`src/rtl/grid_router_pkg.sv`:
```
// Shared definitions for the grid router TX/RX paths: GCR code table, sync codeword, lane states.
// The transmit encoder and the receive decode table both derive from grid_gcr_enc.
package grid_router_pkg;

  typedef enum logic [1:0] {HUNT, SLIP, LOCKED} lane_state_t;

  localparam logic [7:0] GRID_SYNC_CW = 8'hFC;

  // Two 3-bit fields framed by bit7=0 and bit3=1, so no data codeword can equal the sync word.
  function automatic logic [7:0] grid_gcr_enc(input logic [5:0] d);
    return {1'b0, d[5:3], 1'b1, d[2:0]};
  endfunction

  function automatic logic [255:0][6:0] grid_gcr_build_dec();
    logic [255:0][6:0] t;
    t = '0;
    for (int i = 0; i < 64; i++) begin
      t[grid_gcr_enc(6'(i))] = {1'b1, 6'(i)};
    end
    return t;
  endfunction

  // Indexed by the raw 8-bit word: {valid, data[5:0]}.
  localparam logic [255:0][6:0] GRID_GCR_DEC = grid_gcr_build_dec();

endpackage

```
`src/rtl/grid_router_lane_align.sv`:
```
// Single-lane word aligner: hunts for the sync codeword via bitslip, tracks lock, decodes GCR.
// Word classification is combinational so the top can detect cross-lane skew in the same cycle.
module grid_router_lane_align
  import grid_router_pkg::*;
#(
  parameter int unsigned SLIP_WAIT = 4,
  parameter int unsigned SYNC_CNT  = 8,
  parameter int unsigned ERR_MAX   = 4
) (
  input  logic       pclk,
  input  logic       rst_n,
  input  logic [7:0] din,
  input  logic       din_vld,
  input  logic       skew,
  output logic       bitslip,
  output logic       locked,
  output logic       code_err,
  output logic       is_idle,
  output logic       is_data,
  output logic       is_invalid,
  output logic [5:0] data
);

  localparam int SC_W = $clog2(SYNC_CNT + 1);
  localparam int EC_W = $clog2(ERR_MAX + 1);
  localparam int WC_W = $clog2(SLIP_WAIT + 1);

  lane_state_t     state_reg, state_next;
  logic [SC_W-1:0] sync_cnt_reg, sync_cnt_next;
  logic [EC_W-1:0] err_cnt_reg, err_cnt_next;
  logic [WC_W-1:0] wait_cnt_reg, wait_cnt_next;
  logic            bitslip_next, code_err_next;
  logic [6:0]      dec;
  logic            is_sync, word_bad;

  assign dec        = GRID_GCR_DEC[din];
  assign data       = dec[5:0];
  assign is_sync    = (din == GRID_SYNC_CW);
  assign locked     = (state_reg == LOCKED);
  assign is_idle    = locked && din_vld && is_sync;
  assign is_data    = locked && din_vld && dec[6];
  assign is_invalid = locked && din_vld && !is_sync && !dec[6];
  // A skewed cycle costs the lane an error count but is not its own code error.
  assign word_bad   = is_invalid || (locked && din_vld && skew);

  always_ff @(posedge pclk or negedge rst_n) begin
    if (!rst_n) begin
      state_reg    <= HUNT;
      sync_cnt_reg <= '0;
      err_cnt_reg  <= '0;
      wait_cnt_reg <= '0;
      bitslip      <= 1'b0;
      code_err     <= 1'b0;
    end else begin
      state_reg    <= state_next;
      sync_cnt_reg <= sync_cnt_next;
      err_cnt_reg  <= err_cnt_next;
      wait_cnt_reg <= wait_cnt_next;
      bitslip      <= bitslip_next;
      code_err     <= code_err_next;
    end
  end

  always_comb begin
    state_next    = state_reg;
    sync_cnt_next = sync_cnt_reg;
    err_cnt_next  = err_cnt_reg;
    wait_cnt_next = wait_cnt_reg;
    bitslip_next  = 1'b0;
    code_err_next = 1'b0;
    case (state_reg)
      HUNT: begin
        if (din_vld) begin
          if (is_sync) begin
            if (sync_cnt_reg == SC_W'(SYNC_CNT - 1)) begin
              state_next    = LOCKED;
              sync_cnt_next = '0;
              err_cnt_next  = '0;
            end else begin
              sync_cnt_next = sync_cnt_reg + 1'b1;
            end
          end else begin
            sync_cnt_next = '0;
            wait_cnt_next = '0;
            bitslip_next  = 1'b1;
            state_next    = SLIP;
          end
        end
      end
      SLIP: begin
        // Counts every pclk, independent of din_vld, so the deserializer settles.
        if (wait_cnt_reg == WC_W'(SLIP_WAIT - 1)) begin
          wait_cnt_next = '0;
          state_next    = HUNT;
        end else begin
          wait_cnt_next = wait_cnt_reg + 1'b1;
        end
      end
      LOCKED: begin
        if (din_vld) begin
          code_err_next = is_invalid;
          if (word_bad) begin
            if (err_cnt_reg == EC_W'(ERR_MAX - 1)) begin
              state_next    = HUNT;
              err_cnt_next  = '0;
              sync_cnt_next = '0;
            end else begin
              err_cnt_next = err_cnt_reg + 1'b1;
            end
          end else begin
            err_cnt_next = '0;
          end
        end
      end
      default: state_next = HUNT;
    endcase
  end

endmodule

```
`src/rtl/grid_router_rx_align.sv`:
```
// Three-lane receive aligner: per-lane alignment/decode plus a registered combine and skew check.
// A group is emitted only when every lane is locked and carries data in the same cycle.
module grid_router_rx_align #(
  parameter int unsigned SLIP_WAIT = 4,
  parameter int unsigned SYNC_CNT  = 8,
  parameter int unsigned ERR_MAX   = 4
) (
  input  logic       pclk,
  input  logic       rst_n,
  input  logic [7:0] din1,
  input  logic [7:0] din2,
  input  logic [7:0] din3,
  input  logic       din_vld,
  output logic [2:0] bitslip,
  output logic [5:0] og1,
  output logic [5:0] og2,
  output logic [5:0] og3,
  output logic       ovld,
  output logic [2:0] locked,
  output logic [2:0] code_err,
  output logic       skew_err
);

  logic [7:0] din_arr [3];
  logic [5:0] lane_data [3];
  logic [2:0] lane_idle, lane_data_ok, lane_invalid;
  logic       all_locked, skew, ovld_next;

  assign din_arr[0] = din1;
  assign din_arr[1] = din2;
  assign din_arr[2] = din3;

  generate
    for (genvar gi = 0; gi < 3; gi++) begin : g_lane
      grid_router_lane_align #(
        .SLIP_WAIT(SLIP_WAIT),
        .SYNC_CNT (SYNC_CNT),
        .ERR_MAX  (ERR_MAX)
      ) u_lane (
        .pclk      (pclk),
        .rst_n     (rst_n),
        .din       (din_arr[gi]),
        .din_vld   (din_vld),
        .skew      (skew),
        .bitslip   (bitslip[gi]),
        .locked    (locked[gi]),
        .code_err  (code_err[gi]),
        .is_idle   (lane_idle[gi]),
        .is_data   (lane_data_ok[gi]),
        .is_invalid(lane_invalid[gi]),
        .data      (lane_data[gi])
      );
    end
  endgenerate

  assign all_locked = &locked;
  // Skew: some lanes idle while others carry data; invalid words never complete a group.
  assign skew       = din_vld && all_locked && (|lane_idle) && (|lane_data_ok);
  assign ovld_next  = din_vld && all_locked && (&lane_data_ok) && !(|lane_invalid);

  always_ff @(posedge pclk or negedge rst_n) begin
    if (!rst_n) begin
      og1      <= '0;
      og2      <= '0;
      og3      <= '0;
      ovld     <= 1'b0;
      skew_err <= 1'b0;
    end else begin
      ovld     <= ovld_next;
      skew_err <= skew;
      if (ovld_next) begin
        og1 <= lane_data[0];
        og2 <= lane_data[1];
        og3 <= lane_data[2];
      end
    end
  end

endmodule

```
`config.mk`:
```
export PLATFORM = sky130hd
export DESIGN_NAME = grid_router_rx_align
export DESIGN_NICKNAME = d
export VERILOG_FILES = /design/src/rtl/grid_router_pkg.sv /design/src/rtl/grid_router_lane_align.sv /design/src/rtl/grid_router_rx_align.sv
export SDC_FILE = /design/constraint.sdc
export NUM_CORES = 1
export LEC_CHECK = 0
export BUFFER_PORTS_ARGS = -buffer_cell sky130_fd_sc_hd__buf_4
export CAP_MARGIN = 20
export CORE_MARGIN = 5
export CORE_UTILIZATION = 50
export CTS_CLUSTER_DIAMETER = 30
export DETAILED_ROUTE_END_ITERATION = 10
export PLACE_DENSITY = 0.75
export SLEW_MARGIN = 20
export SYNTH_ARGS = -nofsm -noshare
export SYNTH_HDL_FRONTEND = slang
export SYNTH_SLANG_ARGS = --single-unit
```
`constraint.sdc`:
```
create_clock -name pclk -period 1.8 [get_ports pclk]
set_input_delay 0.27 -clock pclk [delete_from_list [all_inputs] [get_ports pclk]]
set_output_delay 0.27 -clock pclk [all_outputs]
set_load 0.1 [all_outputs]
```
Word level (Yosys, flattened, before mapping). Memory sizes are Yosys's and may differ from the RTL's. Cells that the tools add are included.

$add $sub $neg: 9. $lt $le $gt $ge: 3. Eq/ne operators: 45. Muxes and demuxes: 96. Reduce and logical (&&, ||, !) cells: 59.

Operator list (count): $mux 3 (27); $mux 4 (18); $mux 2 (21); $pmux 3 s2 (6); $ne 2x2->1 const B (15); $reduce_and 5->1 (6); $lt 8x9->1 const B (3); $eq 8x8->1 const B (3); $pmux 4 s2 (3); $logic_and 1x1->1 (23); $mux 7 (3); $add 3x1->3 const B (6); $eq 3x2->1 const B (6); $ne 2x1->1 const B (9); $pmux 2 s3 (3); $reduce_and 6->1 (3); $mux 1 (15); $reduce_and 3->1 (5); $add 4x1->4 const B (3); $eq 4x3->1 const B (3); $reduce_bool 2->1 (6); $ne 3x3->1 const B (3); $reduce_or 3->1 (3); $logic_not 1->1 (7); 4 further kinds (12).

Flip-flop bits (word level): 62. ROM bits: 5376. Input port bits: 27. Output and inout bits: 29. Word-level logic and storage cells: 238. Memories kept: 3.

Memories: (name not given) (depth 256, width 7, rd ports 1, clocked after Yosys merged registers in 0, wr ports 0, RTL line grid_router_lane_align.sv:36) `assign dec = GRID_GCR_DEC[din];`; (name not given) (depth 256, width 7, rd ports 1, clocked after Yosys merged registers in 0, wr ports 0, RTL line grid_router_lane_align.sv:36); (name not given) (depth 256, width 7, rd ports 1, clocked after Yosys merged registers in 0, wr ports 0, RTL line grid_router_lane_align.sv:36).

Depth between registers and ports, before layout.
Depth after elaboration: 11. Gate-level depth with buffers: 9. Gate-level depth less buffers: 6.

Modules after synthesis. A second synthesis with hierarchy kept.

Cells, all modules: 318. Area, all modules: 3495.9 µm².

Modules (own cells, without submodules): grid_router_lane_align at g_lane[1].u_lane ... (times used 2, cells each 95, area an instance 920.9 µm², seq. area each 350.3 µm²); grid_router_lane_align at g_lane[0].u_lane (times used 1, cells each 83, area an instance 844.6 µm², seq. area each 350.3 µm²); grid_router_rx_align (times used 1, cells each 45, area an instance 809.5 µm², seq. area each 500.5 µm²).

Worst setup path after synthesis. No wires, ideal clock.

Path kind: reg2reg. Start point: register g_lane[0].u_lane.state_reg[0]. End point: register og1[0]. Setup time: 0.122 ns. Arrival time: 1.807 ns. Data required time: 1.678 ns. Path slack: -0.129 ns. Cell stages (with the launch flop): 10. Path buffers: 3. Clock period less this slack: 1.929 ns. Path through: dfrtp_1 -> buf_6 -> nand2b_1 -> inv_2 -> nand4_4 -> or4_1 -> buf_4 -> buf_6 -> nand2_1 -> nand2_1.

Cells in the longest elaborated chain, start to end: 7. Elaborated cells between the ends (all ways): 12. Classes of those cells: 1 x eq/ne; 11 x reduce/logical.

Ends and longest elaborated chain: start, declared (RTL line grid_router_lane_align.sv:28) `lane_state_t state_reg, state_next;`; start signal, assigned (RTL line grid_router_lane_align.sv:55) `state_reg <= state_next;`; $eq 2x2->1 (*) (RTL line grid_router_lane_align.sv:39) `assign locked = (state_reg == LOCKED);`; named net g_lane[0].u_lane.locked (RTL line grid_router_lane_align.sv:16) `output logic locked,`; $logic_and 1x1->1 (RTL line grid_router_lane_align.sv:41, grid_router_lane_align.sv:42); $logic_and 1x1->1 (2 in a row) (RTL line grid_router_lane_align.sv:42) `assign is_invalid = locked && din_vld && !is_sync && !dec[6];`; $reduce_or 3->1 (RTL line grid_router_rx_align.sv:59) `assign ovld_next = din_vld && all_locked && (&lane_data_ok) && !(|lane_invalid);`; $logic_not 1->1 (RTL line grid_router_rx_align.sv:59); $logic_and 1x1->1 (*) (RTL line grid_router_rx_align.sv:59); end signal, assigned (RTL line grid_router_rx_align.sv:72) `og1 <= lane_data[0];`; end, declared (RTL line grid_router_rx_align.sv:15) `output logic [5:0] og1,`.

The timed path passes the listed nets; every way through them passes the cells marked *. A chain may end at the register's enable or synchronous reset.

Worst setup path in the final report.
Start point: register g_lane[2].u_lane.state_reg[1]. End point: output port locked[2].

Cells in the longest elaborated chain, start to end: 1.

Ends and longest elaborated chain: start, declared (RTL line grid_router_lane_align.sv:28); start signal, assigned (RTL line grid_router_lane_align.sv:55); $eq 2x2->1 (RTL line grid_router_lane_align.sv:39); end, declared (RTL line grid_router_rx_align.sv:19) `output logic [2:0] locked,`.

Every way passes these cells.

==> metrics.md <==
| Metric | Value |
|---|---|
| Commonest non-fill, non-tap cell in the layout | `buf_4` |
| Synth cell types | `55` |
| Peak supply drop | `between 0.5 and 0.6 mV` |
| Crit-path cells | `buf_4 -> nor2b_1 -> buf_4` |
| Count of pins over their slew limit | `0` |
| Die area | `0.00817 sq mm` |
| Result of the run | `complete, no violations` |
| Max-Cap Viols | `0` |
| CP Class | `reg -> out` |
| N_diodes | `0` |
| Cell area after layout | `~0.0041 sq mm` |
| Clock Path Buffers | `2` |
| Tcrit/Tclk final | `97.6%` |
| Vias | `roughly 2800` |
| Number of synthesized flops with an enable pin | `0` |
| Leakage | `2.00 nW` |
| Reg-to-reg setup timing slack | `~0.060 ns` |
| FF+latch area | `0.00155 sq mm` |
| Worst skew pair latency | `between 0.3 and 0.4 ns` |
| # fillers | `511` |
| Worst Setup SP | `g_lane[2].u_lane.state_reg[1]` |
| Number of synthesized register bits | `62` |
| F_max | `569 MHz` |
| Fin crit period | `around 1.8 ns` |
| Tot Pwr | `around 3.7 mW` |
| GRT Resource Usage Total | `around a fifth` |
| Post-Place Cells | `between 400 and 500` |
| Finish-stage setup viols | `0` |
| FF-to-FF End | `g_lane[2].u_lane.sync_cnt_reg[3]` |
| CP peak stage delay | `about 0.4 ns` |
| Clock slew at reported path FFs | `0.07 ns` |
| First-pass GRT wire length | `12500 microns` |
| Layout cell share with drive strength beyond 1 | `29.7%` |
| Multi-input gate area | `0.00150 sq mm` |
| Clk Tree Root Cell | `clkbuf_8` |
| WP data arrival | `1.49 ns` |
| Worst Tran Pin Value | `0.410 ns` |
| Total power per unit cell area | `892 mW/mm^2` |
| Number of global-route vias before repair | `2709` |
| H-tree depth | `3` |
| Setup TNS | `0 ns` |
| Routed length per instance | `roughly 15 microns` |
| Crit path max fanout | `9` |
| Port Buf Inserts | `55` |
| Clock Skew | `0.00956 ns` |
| Site Rows | `29` |
| Critical R2R Launch | `g_lane[0].u_lane.state_reg[0]` |
| Initial antenna violation count | `0` |
| DR vias/cell | `roughly 5.5` |
| Cell Count, Final, Fillers Out | `504` |
| CTS tree | `built` |
| Critical path depth | `3` |
| Bufs and invs on worst path | `2` |
| Critical Path Sink | `locked[2]` |
| Top-Level Pins | `56` |
| DRC viols | `0` |
| Most used cell along the critical path | `buf_4` |
| Net count after synthesis | `377` |
| Unrepaired setup endpoints after global routing | `yes` |
| Max-slew headroom | `72.3%` |
| Post-route ant nets | `0` |
| Mapped Area | `roughly 0.0032 sq mm` |
| Hold Crit Class | `in -> reg` |
| CP delay by family, top | `buffers and inverters` |
| Syn_area_per_cell | `9.47 sq um` |
| Final HPWL from detailed placement | `5610 microns` |
| Synth async-reset ratio | `100%` |
| Die Y-Extent | `90.4 microns` |
| Startpoint types | `flop` |
| Seq/Total Area, Yosys | `48.0%` |
| Kind of end point of the critical path | `primary output` |
| Num Clock Sinks | `62` |
| Initial core utilization | `roughly half` |
| Largest net degree at the start of global routing | `36` |
| Fin. Hold Viols | `0` |
| Initial drt markers | `173` |
| Synthesis-to-finish area growth | `27.6%` |
| Most frequent cells in the layout | `buf_4, dfrtp_1, nand2_1, o21ai_0, nand3_1` |
| Final net count | `~460` |
| Post-Syn Instances | `341` |
| Dpl ws | `-0.0286 ns` |
| CTS buffer count | `9` |
| Data required, critical path | `1.53 ns` |
| Max reg flops | `12` |
| GRT overflow | `0` |
| WL final | `7440 microns` |
| 1st-pass router iterations | `4` |
| Core footprint | `approximately 0.0063 sq mm` |
| Die width | `90.4 microns` |
| Final worst slack | `around 0.044 ns` |
| Crit path max-delay cell type | `dfrtp_1` |
| Top FF cell, synth | `dfrtp_1` |
| RePlAce Congestion | `0.873` |
| Post-Place Cell Area | `0.00391 sq mm` |
| Ys Warns | `0` |
| Cells on worst reg2reg path | `7` |
==> worst register-to-register path: stages (launching register included) <==
cell	delay, ns
dfrtp_2	0.44
nand2b_4	0.16
inv_4	0.06
nand4_4	0.11
buf_12	0.15
a311o_1	0.29
o211ai_2	0.26
a41oi_1	0.15
==> final cells by class <==
type,instances,share of cell area [%]
clock buffer,10,3.10
clock inverter,5,0.668
inverter,12,1.15
multi-input combinational,242,36.5
sequential,62,37.7
tap,77,2.34
timing repair buffer,96,18.5
==> routing by layer <==
metal  track usage (%)  share of wire, %
met2              30.9                47
met5                 0                 0
met4              8.56               2.0
met1              22.8                45
met3              4.75               5.6
==> cell families (layout without fill, tap and decap cells) <==
family	count (synthesis)	after routing	synth area share, %
DFF	62	62	48.0
AOI/OAI and AO/OA	81	81	16.5
buffers and inverters	37	123	6.39
and+or+nand+nor	149	149	24.6
adders and majority gates	9	9	3.49
muxes	3	3	1.01
==> through the flow <==
stage,hold WS [ns],utilization [%]
floorplan,-0.0256,-
global placement,0.208,62.0
detailed placement,0.212,62.0
CTS,0.150,64.7
global route,0.167,65.3
finish,0.160,65.3
==> cell usage after synthesis, drive strengths merged (7+ instances only) <==
library cell   n  share of area, %
dfrtp         62                48
nand2         57               6.6
o21ai         27               4.2
nand3         23               3.7
buf           18               4.2
a21oi         14               2.2
nand2b        13               2.5
nor2b         13               2.7
inv           12               1.4
nor2          12               1.4
ha             9               3.5
nor3           8               1.2
clkbuf         7              0.81
==> power by group <==
group          leakage [nW]  internal, mW  switching (mW)
Combinational          1.08         0.426           0.607
Sequential            0.840          1.54           0.105
Clock                0.0817         0.481           0.514
Total                  2.00          2.45            1.23
==> worst min-delay path by stage <==
stage / endpoint / start / cells past startpoint
3_3_place_gp: og1[2] / rst_n / 1
4_1_cts: og3[0] / din3[0] / 3
6_report: og3[1] / din3[1] / 3
2_1_floorplan: g_lane[0].u_lane.bitslip / rst_n / 0
5_1_grt: og3[1] / din3[1] / 3
3_5_place_dp: og1[2] / rst_n / 1
==> what timing repair did <==
item / 4_1_cts / 5_1_grt
setup buffers: 0 / 3
endpoints found under the hold margin: 27 / 0
setup endpoints to repair: 2 / 35
gates resized for setup: 1 / 5
hold buffers: 1 / 0
pin swaps: 0 / 1
Note: power is estimated with default switching activity, not from simulation.
